**src/rtl/dsp_pkg.sv**
```systemverilog
// Shared types and constants for the capture-memory log reader.
package dsp_pkg;

  typedef enum logic [1:0] {
    ST_IDLE  = 2'd0,
    ST_READ  = 2'd1,
    ST_DRAIN = 2'd2
  } state_t;

  // Buffered words plus reads still in flight may never exceed the FIFO depth.
  localparam logic [2:0] CREDIT_LIMIT = 3'd2;

  function automatic logic [63:0] header_word(input int unsigned addr_nbit);
    return 64'(1) << addr_nbit;
  endfunction

endpackage

```
**src/rtl/skid_fifo.sv**
```systemverilog
// Two-entry FIFO that decouples the fixed-latency RAM read path from the consumer.
module skid_fifo #(
  parameter int WIDTH = 32
) (
  input  logic             clk,
  input  logic             i_rst,
  input  logic             i_push,
  input  logic [WIDTH-1:0] i_data,
  input  logic             i_pop,
  output logic [WIDTH-1:0] o_data,
  output logic             o_full,
  output logic             o_empty,
  output logic [1:0]       o_count
);

  logic [WIDTH-1:0] mem_q [2];
  logic [WIDTH-1:0] mem_d [2];
  logic             wr_ptr_q, wr_ptr_d;
  logic             rd_ptr_q, rd_ptr_d;
  logic [1:0]       count_q, count_d;
  logic             do_push, do_pop;

  assign do_pop  = i_pop && (count_q != 2'd0);
  assign do_push = i_push && ((count_q != 2'd2) || do_pop);

  always_comb begin
    mem_d = mem_q;
    if (do_push) begin
      mem_d[wr_ptr_q] = i_data;
    end
    wr_ptr_d = wr_ptr_q ^ do_push;
    rd_ptr_d = rd_ptr_q ^ do_pop;
    count_d  = count_q + {1'b0, do_push} - {1'b0, do_pop};
  end

  always_ff @(posedge clk) begin
    if (i_rst) begin
      mem_q[0] <= '0;
      mem_q[1] <= '0;
      wr_ptr_q <= 1'b0;
      rd_ptr_q <= 1'b0;
      count_q  <= 2'd0;
    end else begin
      mem_q    <= mem_d;
      wr_ptr_q <= wr_ptr_d;
      rd_ptr_q <= rd_ptr_d;
      count_q  <= count_d;
    end
  end

  assign o_data  = mem_q[rd_ptr_q];
  assign o_full  = (count_q == 2'd2);
  assign o_empty = (count_q == 2'd0);
  assign o_count = count_q;

endmodule

```
**src/rtl/log_reader.sv**
```systemverilog
// Streams captured RAM contents over a valid/ready port in ascending address order.
// Define LOG_READER_HEADER_EN to prepend one word holding the RAM depth before sample 0.
module log_reader
  import dsp_pkg::*;
#(
  parameter int RAM_WIDTH     = 32,
  parameter int RAM_ADDR_NBIT = 15
) (
  input  logic                     clk,
  input  logic                     i_rst,
  input  logic                     i_start,
  input  logic                     i_mem_done,
  output logic                     o_ram_read,
  output logic [RAM_ADDR_NBIT-1:0] o_ram_addr,
  input  logic [RAM_WIDTH-1:0]     i_ram_data,
  output logic [RAM_WIDTH-1:0]     o_data,
  output logic                     o_valid,
  input  logic                     i_ready,
  output logic                     o_busy,
  output logic                     o_done
);

  localparam logic [RAM_ADDR_NBIT-1:0] LAST_ADDR = '1;

  state_t                   state_q, state_d;
  logic [RAM_ADDR_NBIT-1:0] cnt_q, cnt_d;
  logic [RAM_ADDR_NBIT-1:0] addr_q, addr_d;
  logic                     inflight_q, inflight_d;
  logic                     busy_q, busy_d;
  logic                     done_q, done_d;

  logic                     fifo_push, fifo_pop, fifo_full, fifo_empty;
  logic [1:0]               fifo_count;
  logic [RAM_WIDTH-1:0]     fifo_wdata;
  logic [2:0]               credit;
  logic                     start_ok, issue, drain_done, push_ok;

  assign start_ok = (state_q == ST_IDLE) && i_start && i_mem_done;
  assign fifo_pop = !fifo_empty && i_ready;
  assign push_ok  = !fifo_full || fifo_pop;

  // Occupancy after this cycle's pop, plus the read whose data lands this cycle.
  assign credit     = {1'b0, fifo_count} - {2'b0, fifo_pop} + {2'b0, inflight_q};
  assign issue      = (state_q == ST_READ) && (credit < CREDIT_LIMIT);
  assign drain_done = (state_q == ST_DRAIN) && (credit == 3'd0);

`ifdef LOG_READER_HEADER_EN
  localparam logic [RAM_WIDTH-1:0] HEADER = RAM_WIDTH'(header_word(RAM_ADDR_NBIT));

  // The FIFO is empty and nothing is in flight in IDLE, so the header slots in first.
  assign fifo_push  = (inflight_q || start_ok) && push_ok;
  assign fifo_wdata = start_ok ? HEADER : i_ram_data;
`else
  assign fifo_push  = inflight_q && push_ok;
  assign fifo_wdata = i_ram_data;
`endif

  always_comb begin
    state_d    = state_q;
    cnt_d      = cnt_q;
    busy_d     = busy_q;
    done_d     = 1'b0;
    inflight_d = issue;
    addr_d     = issue ? cnt_q : addr_q;
    case (state_q)
      ST_IDLE: begin
        if (start_ok) begin
          state_d = ST_READ;
          cnt_d   = '0;
          busy_d  = 1'b1;
        end
      end
      ST_READ: begin
        if (issue) begin
          if (cnt_q == LAST_ADDR) begin
            state_d = ST_DRAIN;
          end else begin
            cnt_d = cnt_q + RAM_ADDR_NBIT'(1);
          end
        end
      end
      ST_DRAIN: begin
        if (drain_done) begin
          state_d = ST_IDLE;
          busy_d  = 1'b0;
          done_d  = 1'b1;
        end
      end
      default: state_d = ST_IDLE;
    endcase
  end

  always_ff @(posedge clk) begin
    if (i_rst) begin
      state_q    <= ST_IDLE;
      cnt_q      <= '0;
      addr_q     <= '0;
      inflight_q <= 1'b0;
      busy_q     <= 1'b0;
      done_q     <= 1'b0;
    end else begin
      state_q    <= state_d;
      cnt_q      <= cnt_d;
      addr_q     <= addr_d;
      inflight_q <= inflight_d;
      busy_q     <= busy_d;
      done_q     <= done_d;
    end
  end

  skid_fifo #(
    .WIDTH(RAM_WIDTH)
  ) u_fifo (
    .clk    (clk),
    .i_rst  (i_rst),
    .i_push (fifo_push),
    .i_data (fifo_wdata),
    .i_pop  (fifo_pop),
    .o_data (o_data),
    .o_full (fifo_full),
    .o_empty(fifo_empty),
    .o_count(fifo_count)
  );

  assign o_ram_read = issue;
  assign o_ram_addr = issue ? cnt_q : addr_q;
  assign o_valid    = !fifo_empty;
  assign o_busy     = busy_q;
  assign o_done     = done_q;

endmodule

```
**config.mk**
```make
export PLATFORM = sky130hd
export DESIGN_NAME = log_reader
export DESIGN_NICKNAME = d
export VERILOG_FILES = /design/src/rtl/dsp_pkg.sv /design/src/rtl/skid_fifo.sv /design/src/rtl/log_reader.sv
export SDC_FILE = /design/constraint.sdc
export NUM_CORES = 1
export LEC_CHECK = 0
export ABC_CLOCK_PERIOD_IN_PS = 13500
export BUFFER_PORTS_ARGS = -buffer_cell sky130_fd_sc_hd__buf_2
export CAP_MARGIN = 20
export CORE_MARGIN = 3
export CORE_UTILIZATION = 59
export CTS_CLUSTER_SIZE = 30
export DETAILED_ROUTE_END_ITERATION = 6
export PLACE_DENSITY_LB_ADDON = 0.05
export SYNTH_ARGS = -nofsm -noshare
export SYNTH_HDL_FRONTEND = slang
export SYNTH_SLANG_ARGS = --single-unit
```
**constraint.sdc**
```tcl
create_clock -name clk -period 13.5 [get_ports clk]
set_input_delay 4.05 -clock clk [delete_from_list [all_inputs] [get_ports clk]]
set_output_delay 4.05 -clock clk [all_outputs]
set_load 0.02 [all_outputs]
```
# == Word level (Yosys, flattened, before mapping) ==
# Index checks and enable logic that the tools add are counted.
# word_totals
elab_cells,78
reg_bits,103
output_inout_bits,51
input_bits,37
# op_classes
n_eq_ne,10
reduce_logical,23
order_cmp,4
n_mux,20
addsub,5
n_bitwise,5
# op_table
cell,count
$mux 32,4
$bwmux 64,1
$mux 15,4
$demux 32 s1,1
$pmux 15 s2,1
$add 15x1->15 const B,1
$eq 15x15->1 const B,1
$ne 2x2->1 const B,5
$logic_and 1x1->1,9
$mux 2,4
$reduce_and 4->1,2
$pmux 2 s3,1
$reduce_bool 2->1,3
$eq 2x2->1 const B,2
$ge 2x2->1 const B,2
$logic_not 2->1,2
$not 1->2,2
$add 3x1->3,1
$logic_not 3->1,1
$lt 3x2->1 const B,1
$mux 1,3
$reduce_and 3->1,1
$sub 2x1->3,1
$add 2x1->2,1
10 further kinds,13

# == Longest topological paths before layout ==
# depth
word_depth,9
depth_mapped,14

# == By module ==
# Synthesis repeated with hierarchy kept, for this count alone.
# unflattened
cells_unflattened,451
area_unflattened_um2,4758.3
# by_module_without_submodules
mod,area_each_um2,n_inst,seq_area_each_um2,cells_per_inst
skid_fifo,3044.2,1,1361.3,267
log_reader,1714.1,1,700.7,184

# == Least setup slack after synthesis ==
# OpenSTA, ideal clock, no wires.
# synth_timing
path_kind,input to output
from,in i_ready
to,out o_ram_addr[3]
required_ns,9.450
path_slack_ns,3.250
arrival_time_ns,6.200
path_stages,10
path_buffers,1
path_cell_list,and2_1 -> ha_1 -> inv_1 -> ha_1 -> inv_1 -> fa_1 -> xnor2_1 -> nand3_4 -> buf_2 -> o21ai_0
# synth_between
elab_chain_cells,6
# synth_rtl
element,line,text
from (decl),log_reader.sv:18,"input logic i_ready,"
$logic_and 1x1->1,log_reader.sv:39,assign fifo_pop = !fifo_empty && i_ready;
$sub 2x1->3,log_reader.sv:43,"assign credit = {1'b0, fifo_count} - {2'b0, fifo_pop} + {2'b0, inflight_q};"
$add 3x1->3,log_reader.sv:43,
$lt 3x2->1,log_reader.sv:44,assign issue = (state_q == ST_READ) && (credit < CREDIT_LIMIT);
$logic_and 1x1->1,log_reader.sv:44,
$mux 15,log_reader.sv:126,assign o_ram_addr = issue ? cnt_q : addr_q;
to (decl),log_reader.sv:14,"output logic [RAM_ADDR_NBIT-1:0] o_ram_addr,"
# Every way passes these cells.

# == Worst setup path in the final report ==
# layout_timing
from,in i_ready
to,out o_ram_addr[0]
# Same word-level chain as after synthesis.

==> flow_summary.toml <==
[grt]
grt_pass1_wl_um = 14600
grt_overflow_total = 0
grt_pass1_vias = 3252
antenna_found_initial = 0
grt_max_degree = 104
grt_usage = 0.210

[critical_path]
cp-endpoint = "o_ram_addr[0]"
startpoint = "i_ready"
worst-r2r-setup-slack_ps = 10000
endpoint_kind = "output port"
reg2reg_depth = 13
path_class = "in2out"
cp_max_fo = 23
r2r-start = "u_fifo.o_count[1]$_SDFF_PP0_"
worstPathRequired_ps = 9450
reg2reg_to = "cnt_q[4]$_SDFFE_PP0P_"
start_kind = "primary input"
worst_ep_arrival_time_ps = 6520

[hold_path]
hold_start = "o_busy$_SDFFE_PP0P_"
hold_path.class = "reg2reg"

[clock_network]
cts_sinks = 103
root_buffer = "clkbuf_8"
clk_pin_slew_ps = 90
cts_buffer_depth = 2
cts_resized = 0
post_cts_buffers = 0
ctsHoldBuffers = 0
cts_tree = "done"
cts_made_buffers = 9
clk_latency_ps = 360
htreeDepth = 3

[routing]
route.detailed.drc = 0
wire_per_inst_um = 14.2
drtIter0Drc = 199
viasPerCell = 5.40
wl_um = 8950
dr.pass1.iters = 4
route.vias.total = 3410
ant_nets = 0

[layout]
nNetsFinal = 573
final_cell_mix = "103 x dfxtp_1, 87 x buf_2, 77 x nor2_1"
stdcell_count = 632
layout_commonest_cell = "dfxtp_1"
nFillCells = 585
synthToLayoutAreaGrowth_pct = 13.9
drive_above_1_share = 0.289
fin_area_um2 = 5130
multiInputGateArea_um2 = 2280
finish.utilization = 0.700
diodes = 0
regArea_um2 = 2060

[outcome]
outcome = "finished clean"

[die]
die_w_um = 93.4
coreArea_um2 = 7330
die_area_um2 = 8720
initial_core_util = 0.614
io_pins = 88
rows = 31
die_h_um = 93.4

[synthesis]
ys_warn_count = 0
ys_seq_area_frac = 0.458
synth_edf_count = 0
avgSynthCellArea_um2 = 9.81
yosysUniqueCellTypes = 44
ys_async_sr_fraction = 0
syn_nets = 504
netlist_area_um2 = 4500
synth-seq-cells = 103
ys.flop_type = "dfxtp_1"
netlist_instances = 459

[place]
place.detailed.hpwl_um = 5970
placed_area_um2 = 4960
gp_congestion = 0.788
placed_cells = 616
io_buffer_count = 87

[power]
p_leak_nw = 2.08
internal_power_mw = 0.491
p_clk_frac = 0.231
pwr-share-comb = 0.314
power_switching_share = 0.342
seqPwrFrac = 0.454
powerDensity_nw_per_um2 = 146
switchingPower_mw = 0.255
vdd_drop_max_mv = 0.0728

[timing]
clock-skew-final_ps = 15.6
timing.final.crit_share = 0.783
rsz0062_at_grt = "no"
final_max_slew_viol_count = 0
tightestPinTransition_ps = 1060
finalSetupViolCount = 0
tns_ps = 0
period_minus_slack_ps = 10570
fmax_mhz = 94.6
hold_viol = 0
relSlewSlack = 0.296

[flow_run]
max_cap_viol_count = 0
==> Yosys cell counts (2+ instances only) <==
master / count / area share
dfxtp_1: 103 / 0.46
nor2_1: 77 / 0.064
mux2i_1: 65 / 0.14
mux2_2: 45 / 0.11
nor2b_1: 22 / 0.031
o21ai_0: 17 / 0.019
clkbuf_1: 13 / 0.011
nand2_1: 13 / 0.011
buf_1: 12 / 0.010
nand3_1: 12 / 0.013
a21oi_1: 11 / 0.012
inv_1: 10 / 0.0083
ha_1: 7 / 0.019
nand4_1: 7 / 0.0097
a31oi_1: 4 / 0.0056
buf_2: 4 / 0.0044
nor3_1: 3 / 0.0033
xnor2_1: 3 / 0.0058
and2_1: 2 / 0.0028
and4_1: 2 / 0.0039
nand2b_1: 2 / 0.0028
o31ai_1: 2 / 0.0033
or2_2: 2 / 0.0028
==> power by group through the flow <==
stage               clock [mW]  sequential (mW)  combinational (mW)
finish                   0.173            0.339               0.235
global route             0.189            0.343               0.259
CTS                      0.177            0.339               0.237
detailed placement           0            0.346               0.237
global placement             0            0.345               0.233
floorplan                    0            0.343               0.185
==> metrics by stage <==
step	worst slack, ps	power (mW)	hold slack, ps
2_1_floorplan	3250	0.527	443
3_3_place_gp	3040	0.577	462
3_5_place_dp	2960	0.583	474
4_1_cts	2940	0.754	486
5_1_grt	2760	0.791	525
6_report	2930	0.747	483
==> routing by layer <==
| metal | routed length [um] | GRT usage |
|---|---|---|
| met1 | 3980 | 0.261 |
| met2 | 4350 | 0.346 |
| met3 | 517 | 0.0523 |
| met4 | 99 | 0.0855 |
| met5 | 0 | 0 |
==> logic make-up after synthesis <==
family,after synthesis,share of synthesized area
AND/OR/NAND/NOR,150,0.160
buffers and inverters,41,0.0364
flip-flops,103,0.458
XOR/XNOR,3,0.00584
multiplexers,110,0.257
AO/OA/AOI/OAI,44,0.0589
adder cells (fa/ha/maj),8,0.0239
==> flip-flops by register name, indices dropped and copies added, names as in the netlist <==
name,count
u_fifo.wr_ptr_q,1
inflight_q,1
u_fifo.mem_q,64
o_done,1
addr_q,15
u_fifo.o_count,2
cnt_q,15
o_busy,1
state_q,2
u_fifo.rd_ptr_q,1
==> worst max-delay path, stage by stage <==
cell     delay, ps
buf_2          110
and2_1         160
ha_1           280
inv_1           80
ha_1           140
inv_1           50
fa_1           370
xnor2_1        370
nand3_4        340
mux2_2         400
buf_2          160
==> cell type report <==
class                           count  share of cell area
Sequential cell                   103               0.402
Timing Repair Buffer               89              0.0878
Clock inverter                      5             0.00805
Tap cell                           99              0.0242
Multi-Input combinational cell    315               0.445
Clock buffer                       11              0.0256
Inverter                           10             0.00732
==> worst min-delay path by stage <==
stage / endpoint / cells after the start
2_1_floorplan: cnt_q[12]$_SDFFE_PP0P_ / 1
4_1_cts: o_busy$_SDFFE_PP0P_ / 2
6_report: o_busy$_SDFFE_PP0P_ / 2
3_5_place_dp: o_busy$_SDFFE_PP0P_ / 2
5_1_grt: o_busy$_SDFFE_PP0P_ / 2
3_3_place_gp: o_busy$_SDFFE_PP0P_ / 2
No activity file was read; power rests on OpenSTA's default activity.
